`src/rtl/pwm_capture.sv`:
```
// Measures period and high time of an asynchronous PWM input in core clock cycles.
// Result latency: SYNC_STAGES+1 edges from input rise to valid; no backpressure (valid is a strobe).
module pwm_capture #(
    parameter int CNT_W       = 16,
    parameter int SYNC_STAGES = 2
) (
    input  logic             clock_12mhz,
    input  logic             reset,
    input  logic             pwm_in,
    output logic [CNT_W-1:0] period,
    output logic [CNT_W-1:0] high_time,
    output logic             valid,
    output logic             signal_present,
    output logic             overflow,
    output logic             level
);

    typedef enum logic [1:0] {
        ST_IDLE,
        ST_HIGH,
        ST_LOW
    } state_t;

    localparam logic [CNT_W-1:0] CNT_ONE = {{(CNT_W-1){1'b0}}, 1'b1};

    state_t             r_state;
    state_t             w_next;
    logic [SYNC_STAGES-1:0] r_sync;
    logic               r_s_d;
    logic [CNT_W-1:0]   r_cnt;
    logic [CNT_W-1:0]   r_high_acc;
    logic [CNT_W-1:0]   r_period;
    logic [CNT_W-1:0]   r_high_time;
    logic               r_valid;
    logic               r_present;
    logic               r_overflow;

    logic               w_s;
    logic               w_rise;
    logic               w_fall;
    logic               w_cnt_max;
    logic               w_measure;
    logic               w_timeout;
    logic               w_latch_high;

    assign w_s       = r_sync[SYNC_STAGES-1];
    assign w_rise    = w_s & ~r_s_d;
    assign w_fall    = ~w_s & r_s_d;
    assign w_cnt_max = (r_cnt == {CNT_W{1'b1}});

    always_ff @(posedge clock_12mhz or negedge reset) begin
        if (!reset) begin
            r_sync <= '0;
            r_s_d  <= 1'b0;
        end else begin
            r_sync <= {r_sync[SYNC_STAGES-2:0], pwm_in};
            r_s_d  <= w_s;
        end
    end

    always_ff @(posedge clock_12mhz or negedge reset) begin
        if (!reset) begin
            r_state <= ST_IDLE;
        end else begin
            r_state <= w_next;
        end
    end

    // A qualifying edge on the saturating cycle wins over the timeout.
    always_comb begin
        w_next       = r_state;
        w_measure    = 1'b0;
        w_timeout    = 1'b0;
        w_latch_high = 1'b0;
        case (r_state)
            ST_IDLE: begin
                if (w_rise) begin
                    w_next = ST_HIGH;
                end
            end
            ST_HIGH: begin
                if (w_fall) begin
                    w_latch_high = 1'b1;
                    w_next       = ST_LOW;
                end else if (w_cnt_max && !w_rise) begin
                    w_timeout = 1'b1;
                    w_next    = ST_IDLE;
                end
            end
            ST_LOW: begin
                if (w_rise) begin
                    w_measure = 1'b1;
                    w_next    = ST_HIGH;
                end else if (w_cnt_max) begin
                    w_timeout = 1'b1;
                    w_next    = ST_IDLE;
                end
            end
            default: begin
                w_next = ST_IDLE;
            end
        endcase
    end

    always_ff @(posedge clock_12mhz or negedge reset) begin
        if (!reset) begin
            r_cnt      <= '0;
            r_high_acc <= '0;
        end else begin
            if (w_rise) begin
                r_cnt <= CNT_ONE;
            end else if (r_state != ST_IDLE) begin
                r_cnt <= r_cnt + CNT_ONE;
            end
            if (w_latch_high) begin
                r_high_acc <= r_cnt;
            end
        end
    end

    always_ff @(posedge clock_12mhz or negedge reset) begin
        if (!reset) begin
            r_period    <= '0;
            r_high_time <= '0;
            r_valid     <= 1'b0;
            r_present   <= 1'b0;
            r_overflow  <= 1'b0;
        end else begin
            r_valid <= w_measure;
            if (w_measure) begin
                r_period    <= r_cnt;
                r_high_time <= r_high_acc;
                r_present   <= 1'b1;
                r_overflow  <= 1'b0;
            end else if (w_timeout) begin
                r_present  <= 1'b0;
                r_overflow <= 1'b1;
            end
        end
    end

    assign period         = r_period;
    assign high_time      = r_high_time;
    assign valid          = r_valid;
    assign signal_present = r_present;
    assign overflow       = r_overflow;
    assign level          = w_s;

endmodule
```
`config.mk`:
```
export PLATFORM = sky130hd
export DESIGN_NAME = pwm_capture
export DESIGN_NICKNAME = d
export VERILOG_FILES = /design/src/rtl/pwm_capture.sv
export SDC_FILE = /design/constraint.sdc
export NUM_CORES = 1
export LEC_CHECK = 0
export CAP_MARGIN = 5
export CORE_MARGIN = 4
export CORE_UTILIZATION = 58
export DETAILED_ROUTE_END_ITERATION = 10
export PLACE_DENSITY = 0.83
export SETUP_SLACK_MARGIN = 0.15
export SYNTH_ARGS = -nofsm -noshare
export SYNTH_HDL_FRONTEND = slang
export SYNTH_SLANG_ARGS = --single-unit
```
`constraint.sdc`:
```
create_clock -name clock_12mhz -period 3.2 [get_ports clock_12mhz]
set_clock_uncertainty 0.15 [all_clocks]
set_input_delay 0.48 -clock clock_12mhz [delete_from_list [all_inputs] [get_ports clock_12mhz]]
set_output_delay 0.48 -clock clock_12mhz [all_outputs]
set_load 0.005 [all_outputs]
```
; ---- Word level (Yosys, flattened, before mapping)
; Index checks and enable logic that the tools add are counted.
[op_classes]
n_reduce_logical = 7
n_eq_ne = 6
addsub = 1
bitwise_logic = 4
muxes = 21
[ops]
columns = cell, count
row1 = 2-to-1 mux 16 bit, 2
row2 = adder 16 x 1 -> 16 bit (second input constant), 1
row3 = == test 16 bit (second input constant), 1
row4 = 2-to-1 mux 1 bit, 12
row5 = 2-to-1 mux 2 bit, 5
row6 = != test 3 bit (second input constant), 2
row7 = one-hot mux 2 bit (3 select lines), 1
row8 = nonzero test 2 bit, 3
row9 = AND reduction 3 bit, 1
row10 = AND 1 bit, 2
row11 = == test 2 x 1 -> 1 bit (second input constant), 1
row12 = == test 2 bit (second input constant), 1
row13 = zero test 2 bit, 1
row14 = != test 2 bit (second input constant), 1
row15 = NOT 1 bit, 2
row16 = one-hot mux 1 bit (2 select lines), 1
row17 = logical AND 1 bit, 1
row18 = zero test 1 bit, 1
[totals]
out_inout_bits = 36
input_bits = 3
ff_bits = 72
word_cells = 49

; ---- Longest topological paths before layout
; Gate-level depths: netlist (run 1).
[depth]
ltp_word = 9
mapped_depth = 8
mapped_depth_nobuf = 6

; ---- Least setup slack after synthesis (run 1)
; No wires, ideal clock.
[synth_path]
path_type = register -> register
from = register r_state[0]
to = register r_cnt[13]
setup_slack_ps = 1134
setup_ps = 77
required_time_ps = 2973
period_less_slack_ps = 2066
path_buffers = 1
arrival_time_ps = 1839
stages_incl_launch_ff = 8
cell_sequence = dfrtp_1 -> inv_1 -> ha_1 -> buf_2 -> and4b_2 -> nand4_1 -> or3_2 -> a21oi_1
[synth_between]
elab_chain_cells = 2
[synth_lines]
columns = element, line_no
row1 = start: declaration, 26  ; state_t r_state;
row2 = start signal: assignment, 65  ; r_state <= w_next;
row3 = nonzero test 2 bit, 112  ; end else if (r_state != ST_IDLE) begin
row4 = nonzero test 2 bit (no source line), --
row5 = end signal: assignment, 113  ; r_cnt <= r_cnt + CNT_ONE;
row6 = end: declaration, 30  ; logic [CNT_W-1:0] r_cnt;
; Every way passes these cells.
; A chain may end at the register's enable or synchronous reset.

; ---- Final worst setup path (run 1)
; Ends and elaborated chain as after synthesis.

==> results of run 1 <==
-- report_power, final --
group,switching [mW],internal (mW)
clock,0.318,0.445
combinational,0.172,0.215
sequential,0.0766,1.01
-- registers in the layout, summed over array words and instances, names as in the netlist --
signal          cells
overflow            1
r_sync              2
period             16
signal_present      1
r_state             2
r_cnt              16
r_high_acc         16
valid               1
r_s_d               1
high_time          16
-- cells in the mapped netlist --
cell	n
a211o_1	1
a21o_1	2
a21oi_1	5
a221oi_1	1
and3_1	1
and4_1	1
and4b_1	1
and4b_2	1
buf_2	4
buf_4	3
buf_6	2
clkbuf_1	2
dfrtp_1	72
ha_1	5
inv_1	6
inv_2	1
mux2_2	47
mux2i_1	1
nand2_1	6
nand2_2	1
nand2b_1	2
nand3_1	8
nand3b_1	1
nand4_1	6
nand4_4	1
nor2_1	12
nor2b_1	2
nor4_1	1
o211ai_1	2
o21a_1	1
o21ai_0	5
o31ai_1	2
or3_1	1
or3_2	1
or4_1	3
or4_4	1
xnor2_1	3
xor2_1	7
-- worst max-delay path by stage --
stage | from | endpoint | slack [ns] | depth (start not counted)
6_report | r_state[0] | r_cnt[13] | 0.83 | 6
5_1_grt | r_state[0] | r_cnt[15] | 0.68 | 6
4_1_cts | r_state[0] | r_cnt[13] | 0.85 | 6
3_5_place_dp | r_state[0] | r_cnt[13] | 0.88 | 6
3_3_place_gp | r_state[0] | r_cnt[13] | 0.93 | 6
2_1_floorplan | r_state[0] | r_cnt[13] | 1.13 | 7
-- critical path, cell delays in order (launching register included) --
cell	delay (ns)
dfrtp_1	0.41
inv_1	0.08
ha_1	0.32
and4b_2	0.40
nand4_1	0.28
or3_2	0.50
a21oi_1	0.15
-- metal layers --
layer | track usage, % | vias to the layer above | part of all wire (%)
li1 | - | 876 | -
met1 | 27.5 | 967 | 46
met2 | 31.1 | 49 | 47
met3 | 3.95 | 13 | 4.6
met4 | 9.80 | 0 | 2.3
met5 | 0 | - | 0
-- final cells by class --
type,instances,area share (%)
multi-input combinational,132,30.4
clock inverter,2,0.963
clock buffer,14,5.02
tap,67,2.30
inverter,7,0.722
timing repair buffer,40,11.1
sequential,72,49.5
-- logic make-up (layout without fill, tap and decap cells) --
logic type               after synthesis  in the layout  share of synthesized area [%]
flip-flops                            72             72                           60.0
AND/OR/NAND/NOR                       50             50                           9.83
multiplexers                          48             48                           17.9
AO/OA/AOI/OAI                         19             19                           4.00
buffers and inverters                 18             63                           3.29
XOR/XNOR                              10             10                           2.91
adder cells (fa/ha/maj)                5              5                           2.08
-- metrics by stage --
| stage | utilization (%) | cells |
|---|---|---|
| 2_1_floorplan | - | 222 |
| 3_3_place_gp | 70.1 | 318 |
| 3_5_place_dp | 70.1 | 318 |
| 4_1_cts | 74.5 | 334 |
| 5_1_grt | 74.5 | 334 |
| 6_report | 74.5 | 334 |
==> results by group, run 1 <==
Run status
  – Run status: finished, final reports clean

Pwr
  – Pwr dens: 614 mW/mm^2
  – Peak supply drop: 368 uV
  – Power Total: 2.23 mW
  – Leakage: 1.74 nW

CTS
  – Num CTS Buffers: 9
  – Clock-pin slew on the worst setup and hold paths: 0.07 ns
  – Number of gates resized after CTS: 0
  – CTS tree: done
  – CTS Sinks: 72
  – Post-CTS Setup Bufs: 0
  – Deepest clock path buffer count: 2
  – CTS Hold Bufs: 0
  – CTS Root Cell: clkbuf_8
  – Clock Latency Late Sink: 0.34 ns
  – H-Tree Depth: 3

Floorplan
  – Initial core utilization: 61.6%
  – CORE AREA: 0.00488 mm^2
  – Die Area: 0.00640 mm^2
  – Die Width: 80.0 um
  – IO Pins: 39
  – Row cnt: 25
  – Die height: 80.0 um

Drt
  – Via Count: 1905
  – Via-to-Cell Ratio: 5.70
  – Antenna viol nets, final: 0
  – Overall routed net length: 5460 um
  – Drt initial violations: 188
  – First-pass DRT Iterations: 4
  – DRC viols: 0
  – Drt wl/cell: 16.3 um

Worst setup path
  – Crit Reg-Reg Endpoint: r_cnt[13]
  – Data required time of the critical path: 3.31 ns
  – Largest fanout on the critical path: 8
  – Worst path arrival time: 2.48 ns
  – Kind of critical path: reg -> reg
  – Worst Setup Start Kind: flip-flop
  – Reg2Reg Depth: 6
  – Worst reg2reg path startpoint: r_state[0]
  – Crit end category: flip-flop
  – Reg2Reg Setup Slack: 0.83 ns

Final layout
  – Layout Nets: 270
  – FILL cells: 337
  – Final Instance Area: 0.00364 mm^2
  – Most common cell after layout, fill and taps aside: dfrtp_1
  – Layout cells sized above 1: 26.6%
  – Area added between synthesis and finish: 21.0%
  – Most frequent cells in the layout: 72 x dfrtp_1, 47 x mux2_2, 37 x clkdlybuf4s50_1, 13 x clkbuf_8, 12 x nor2_1
  – ANT cells: 0
  – Sequential Area: 0.00180 mm^2
  – Multi-input logic area: 0.00110 mm^2

Global route
  – Vias in the first global route: 1957
  – Antenna violations before repair: 0
  – Gr usage total: 20.2%
  – Largest net degree at the start of global routing: 73
  – Gr ovfl total: 0
  – First-pass GRT wire length: 9790 um

Timing
  – Period utilisation layout: 74.0%
  – Finish-stage setup viols: 0
  – RSZ-0062 raised after global routing: no
  – Final setup margin: 0.833 ns
  – Slew at the pin closest to its max-slew limit: 0.960 ns
  – Slew margin rel.: 35.8%
  – Final hold viol count: 0
  – Fin crit period: 2.37 ns
  – Final Hold Slack: 0.00435 ns
  – Setup TNS: 0 ns
  – Fin. max-slew vios: 0
  – Fmax: 422 MHz

Synthesis
  – Sequential fraction of the synthesis area: 60.0%
  – Top cells by area, synth: dfrtp_1 60%, mux2_2 18%, ha_1 2.1%
  – FF+latch count, synth: 72
  – Mapped Cells: 222
  – Largest area contributor in the netlist: dfrtp_1
  – YS warnings: 0
  – Unique masters post-synth: 38
  – Avg Cell Area, Syn: 13.5 um^2
  – Synth Net Count: 230
  – Mapped cell area: 0.00301 mm^2
  – Top cell type's share of synthesized area: 60.0%

Flow run
  – Max-Cap Viols: 0

Placement
  – Placed inst area: 0.00342 mm^2
  – Hpwl dp: 3580 um
  – RD Place Congestion: 0.729
  – Pre-CTS setup slack: 0.877 ns
  – PortBufs: 38

Worst hold path
  – Hold Crit Class: in -> async
Note: power is estimated with default switching activity, not from simulation.
==> run 2: changes to the inputs <==
- CORE_UTILIZATION: 58 -> 54
- PLACE_DENSITY: 0.83 -> 0.78
- clock period: 3.2 -> 2.27 ns (I/O delays scaled with it)
==> run 2 against run 1 <==
- clock power grew 30%
- clock-buffer cell count shrank 1
- die area grew 6.6%
- maximum frequency grew 15%
- first-iteration DRC count shrank 37%
- total power grew 39%
- combinational power grew 55%
- cell area grew 1.5%
- sequential share of layout area shrank 0.76 points
- via count shrank 2.2%
- largest power group unchanged
==> results by group, run 2 (synthesis results as in run 1) <==
Placement
  – Pre-CTS setup slack: 0.128 ns (-0.749 ns)
  – RD Place Congestion: 0.735 (+0.70%)
  – PortBufs: 38 (unchanged)
  – Hpwl dp: 3620 um (+0.99%)

Timing
  – Final setup margin: 0.206 ns (-0.627 ns)
  – Fin. max-slew vios: 0 (unchanged)
  – Fmax: 485 MHz (+15%)
  – Final hold viol count: 0 (unchanged)
  – Finish-stage setup viols: 0 (unchanged)
  – Setup TNS: 0 ns (unchanged)
  – Slew margin rel.: 70.4% (+35 points)
  – Slew at the pin closest to its max-slew limit: 0.444 ns (-0.516 ns)
  – Period utilisation layout: 90.9% (+17 points)
  – Final Hold Slack: 0.212 ns (+0.207 ns)
  – RSZ-0062 raised after global routing: no
  – Fin crit period: 2.06 ns (-0.303 ns)

Worst setup path
  – CP cell instances: inv_1, ha_1, and4b_2, nand4_1, buf_4, or3_1, a21oi_1
  – Delay-heaviest family, CP: simple AND/OR/NAND/NOR gates
  – Largest fanout on the critical path: 4 (-4)
  – Data required time of the critical path: 2.38 ns (-0.93 ns)
  – Worst path arrival time: 2.17 ns (-0.31 ns)
  – Slowest cell on the critical path: dfrtp_1
  – Kind of critical path: reg -> reg
  – Crit end category: flip-flop
  – Worst Setup Start Kind: flip-flop
  – Buffers and inverters on the worst path: 2 (+1)
  – CP peak stage delay: 0.39 ns (-0.11 ns)

CTS
  – Deepest clock path buffer count: 2 (unchanged)
  – Clock Latency Late Sink: 0.34 ns (about the same)
  – CTS Root Cell: clkbuf_8
  – Clock-pin slew on the worst setup and hold paths: 0.06 ns (about the same)
  – CTS tree: done
  – Num CTS Buffers: 9 (unchanged)
  – H-Tree Depth: 3 (unchanged)
  – CTS Sinks: 72 (unchanged)

Run status
  – Run status: finished, final reports clean

Pwr
  – Pwr dens: 843 mW/mm^2 (+37%)
  – Leakage: 1.77 nW (+1.7%)
  – Power Total: 3.11 mW (+39%)
  – Peak supply drop: 485 uV (+32%)

Floorplan
  – Row cnt: 26 (+4.0%)
  – Die Width: 82.6 um (+3.3%)
  – Initial core utilization: 57.4% (-4.2 points)
  – Die height: 82.6 um (+3.3%)
  – IO Pins: 39 (unchanged)
  – Die Area: 0.00682 mm^2 (+6.6%)
  – CORE AREA: 0.00524 mm^2 (+7.3%)

Drt
  – Via Count: 1864 (-2.2%)
  – Antenna viol nets, final: 0 (unchanged)
  – DRC viols: 0 (unchanged)
  – Drt initial violations: 119 (-37%)
  – Drt wl/cell: 15.6 um (-4.8%)
  – Via-to-Cell Ratio: 5.39 (-5.5%)
  – Overall routed net length: 5380 um (-1.4%)
  – First-pass DRT Iterations: 4 (unchanged)

Global route
  – Antenna violations before repair: 0 (unchanged)
  – Gr ovfl total: 0 (unchanged)
  – Gr usage total: 18.4% (-1.8 points)
  – Largest net degree at the start of global routing: 73 (unchanged)
  – Vias in the first global route: 1881 (-3.9%)
  – First-pass GRT wire length: 9230 um (-5.8%)

Final layout
  – Most common cell after layout, fill and taps aside: dfrtp_1
  – Layout Nets: 279 (+3.3%)
  – Fin util: 70.5% (-4.0 points)
  – Most frequent cells in the layout: 72 x dfrtp_1, 47 x mux2_2, 37 x clkdlybuf4s50_1, 12 x nor2_1, 11 x clkbuf_8
  – ANT cells: 0 (unchanged)
  – Layout cells sized above 1: 28.6% (+2.0 points)
  – Area added between synthesis and finish: 22.9%

Flow run
  – Max-Cap Viols: 0 (unchanged)

Worst hold path
  – Hold Crit Class: reg -> reg
-- run 2: changes by cell type in the layout (fill, tap and decap cells not counted), sizes merged --
cell and delta:
buf +8, clkinv +1, dlygate4sd3 +1, clkbuf -1
-- run 2: area by class of cell --
| cell class | instances | area (um^2) |
|---|---|---|
| flip-flops and latches | 72 | 1800 |
| multi-input cells | 132 | 1110 |
| repair buffers | 49 | 473 |
| inverters | 7 | 26.3 |
| fillers | 387 | 1540 |
| clock buffers | 13 | 159 |
| well taps | 70 | 87.6 |
| clock inverters | 3 | 40.0 |
-- run 2: worst paths after layout --
check | start | to | slack, ns | depth (start not counted)
setup / recovery | r_state[0] | r_cnt[11] | 0.21 | 7
hold / removal | r_sync[0] | r_sync[1] | 0.21 | 0
setup reg to reg | r_state[0] | r_cnt[11] | 0.21 | 7
hold reg to reg | r_sync[0] | r_sync[1] | 0.21 | 0
max in group asynchronous | reset | high_time[10] | 1.27 | 3
min in group asynchronous | reset | period[3] | 0.39 | 3
-- run 2: stage by stage --
step / cell area [um^2] / instances
finish: 3690 / 346
global route: 3690 / 346
global placement: 3450 / 325
CTS: 3680 / 344
floorplan: 3010 / 222
detailed placement: 3450 / 325
-- run 2: where the power goes --
group          switching, mW  leakage (nW)  total (mW)  internal [mW]
Clock                  0.428         0.103       0.993          0.565
Combinational          0.256         0.690       0.600          0.344
Sequential            0.0998         0.981        1.52           1.42
Total                  0.784          1.77        3.11           2.33
-- run 2: what timing repair did --
action	in CTS	in global routing
buffers inserted	2	2
setup endpoints to repair	2	4
hold endpoints to repair	72	0
hold buffers	1	0
gates resized for setup	0	1
pin swaps	0	0
-- run 2: metal layers --
layer,share of wire (%),GRT usage [%]
met1,45,24.7
met2,49,28.0
met3,4.6,5.97
met4,1.6,6.86
met5,0,0
==> run 3: changes to the inputs <==
- PLACE_DENSITY: 0.78 -> default
- PLACE_DENSITY_LB_ADDON: default -> 0.3
==> run 3 against run 2 <==
- die area unchanged
- largest power group unchanged
- largest cell class unchanged
- highest routed layer unchanged
- register-to-register slack about the same
- critical endpoint is now r_cnt[15]
- total power up 1.6%
- routed wire length up 7.0%
- via count up 1.8%
- core utilization up 1.0 points
- final cell count up 1.4%
==> results by group, run 3 (synthesis results as in run 1) <==
Final layout
  – Sequential Area: 0.00180 mm^2 (unchanged)
  – Multi-input logic area: 0.00112 mm^2 (+1.5%)
  – ANT cells: 0 (unchanged)
  – Area added between synthesis and finish: 24.7%
  – Most common cell after layout, fill and taps aside: dfrtp_1
  – Most frequent cells in the layout: 72 x dfrtp_1, 47 x mux2_2, 37 x clkdlybuf4s50_1, 14 x buf_4, 12 x nor2_1
  – Layout cells sized above 1: 30.6% (+2.0 points)
  – Fin util: 71.5% (+1.0 points)
  – FILL cells: 364 (-5.9%)
  – Layout Nets: 284 (+1.8%)
  – Final Instance Area: 0.00375 mm^2 (+1.5%)

Worst setup path
  – Kind of critical path: reg -> reg
  – Slowest cell on the critical path: or4_1
  – Crit end category: flip-flop
  – Data required time of the critical path: 2.38 ns (about the same)
  – CP cell instances: inv_2, ha_4, and4b_2, nand4_1, or4_1, a21oi_1
  – Worst path arrival time: 2.19 ns (+0.02 ns)
  – Worst Setup Start Kind: flip-flop
  – CP peak stage delay: 0.53 ns (+0.14 ns)
  – Largest fanout on the critical path: 6 (+2)

CTS
  – H-Tree Depth: 3 (unchanged)
  – Deepest clock path buffer count: 2 (unchanged)
  – Clock Latency Late Sink: 0.34 ns (about the same)
  – Clock-pin slew on the worst setup and hold paths: 0.07 ns (about the same)
  – CTS tree: done
  – Num CTS Buffers: 9 (unchanged)
  – CTS Sinks: 72 (unchanged)
  – CTS Root Cell: clkbuf_8

Pwr
  – Pwr dens: 844 mW/mm^2 (+0.19%)
  – Leakage: 1.80 nW (+1.6%)
  – Peak supply drop: 390 uV (-20%)

Timing
  – Fmax: 482 MHz (-0.59%)
  – Final hold viol count: 0 (unchanged)
  – Slew margin rel.: 66.7% (-3.7 points)
  – Finish-stage setup viols: 0 (unchanged)
  – Period utilisation layout: 91.4% (+0.54 points)
  – Fin. max-slew vios: 0 (unchanged)
  – Slew at the pin closest to its max-slew limit: 0.500 ns (+0.0560 ns)
  – Setup TNS: 0 ns (unchanged)
  – Fin crit period: 2.08 ns (+0.0122 ns)
  – RSZ-0062 raised after global routing: no

Drt
  – Drt initial violations: 124 (+4.2%)
  – Via Count: 1898 (+1.8%)
  – First-pass DRT Iterations: 4 (unchanged)
  – Drt wl/cell: 16.4 um (+5.4%)
  – Via-to-Cell Ratio: 5.41 (+0.37%)
  – DRC viols: 0 (unchanged)
  – Antenna viol nets, final: 0 (unchanged)
  – Overall routed net length: 5760 um (+7.0%)

Placement
  – Hpwl dp: 3700 um (+2.4%)
  – RD Place Congestion: 0.792 (+7.8%)
  – PortBufs: 38 (unchanged)
  – Placed inst area: 0.00345 mm^2 (unchanged)

Global route
  – Vias in the first global route: 2014 (+7.1%)
  – Antenna violations before repair: 0 (unchanged)
  – Largest net degree at the start of global routing: 53 (-27%)
  – Gr ovfl total: 0 (unchanged)
  – First-pass GRT wire length: 9830 um (+6.6%)
  – Gr usage total: 19.7% (+1.2 points)

Floorplan
  – CORE AREA: 0.00524 mm^2 (unchanged)
  – Die height: 82.6 um (unchanged)
  – IO Pins: 39 (unchanged)
  – Initial core utilization: 57.4% (unchanged)
  – Die Area: 0.00682 mm^2 (unchanged)
  – Row cnt: 26 (unchanged)
  – Die Width: 82.6 um (unchanged)

Flow run
  – Max-Cap Viols: 0 (unchanged)

Run status
  – Run status: finished, final reports clean

Worst hold path
  – Hold Crit Class: reg -> reg
## run 3: changes by cell type in the layout (fill, tap and decap cells not counted), sizes merged
cell | before | now
buf | 11 | 16
## run 3: routing by layer
| metal | global-route usage [%] | wire, um | vias to the layer above |
|---|---|---|---|
| met1 | 26.6 | 2600 | 953 |
| met3 | 5.53 | 319 | 9 |
| met5 | 0 | 0 | - |
| met4 | 8.17 | 94 | 0 |
| li1 | - | - | 891 |
| met2 | 29.8 | 2750 | 45 |
## run 3: final cells by class
class	instances	share of cell area [%]
clock buffer	13	4.24
clock inverter	3	1.07
inverter	7	0.701
multi-input combinational	132	30.0
sequential	72	48.1
tap	70	2.34
timing repair buffer	54	13.6
## run 3: power breakdown
| group | total (mW) | internal [mW] | leakage, nW | switching (mW) |
|---|---|---|---|---|
| logic | 0.634 | 0.368 | 0.718 | 0.267 |
| registers | 1.52 | 1.42 | 0.981 | 0.104 |
| clock network | 1.01 | 0.565 | 0.103 | 0.442 |
## run 3: timing repair
| item | CTS | global route |
|---|---|---|
| endpoints found under the setup margin | 2 | 5 |
| hold endpoints to repair | 20 | 0 |
| gates cloned | 0 | 0 |
| hold buffers | 1 | 0 |
| pin swaps | 0 | 2 |
| setup buffers | 1 | 8 |
| resized for setup | 0 | 5 |
## run 3: metrics by stage
| stage | total power, mW | hold WS, ns | instances | setup WS (ns) |
|---|---|---|---|---|
| global placement | 2.10 | 0.173 | 325 | 0.239 |
| CTS | 3.13 | 0.211 | 343 | 0.160 |
| global route | 3.34 | 0.218 | 351 | 0.156 |
| floorplan | 1.87 | -0.105 | 222 | 0.204 |
| detailed placement | 2.12 | 0.187 | 325 | 0.163 |
| finish | 3.16 | 0.210 | 351 | 0.194 |
## run 3: worst max-delay path: cells and delay by family (launching register included)
family | cells | cell delay (ns)
AO/OA/AOI/OAI | 1 | 0.14
flip-flops | 1 | 0.41
AND/OR/NAND/NOR | 3 | 1.05
adder cells (fa/ha/maj) | 1 | 0.17
buffers and inverters | 1 | 0.08
## run 3: final timing paths
kind	startpoint	end	slack (ns)	cells after the start
max in group asynchronous	reset	high_time[1]	0.98	3
min in group asynchronous	reset	period[3]	0.35	2
worst min-delay path	r_sync[0]	r_sync[1]	0.21	0
worst min register to register	r_sync[0]	r_sync[1]	0.21	0
worst max-delay path	r_state[0]	r_cnt[15]	0.19	6
worst max register to register	r_state[0]	r_cnt[15]	0.19	6
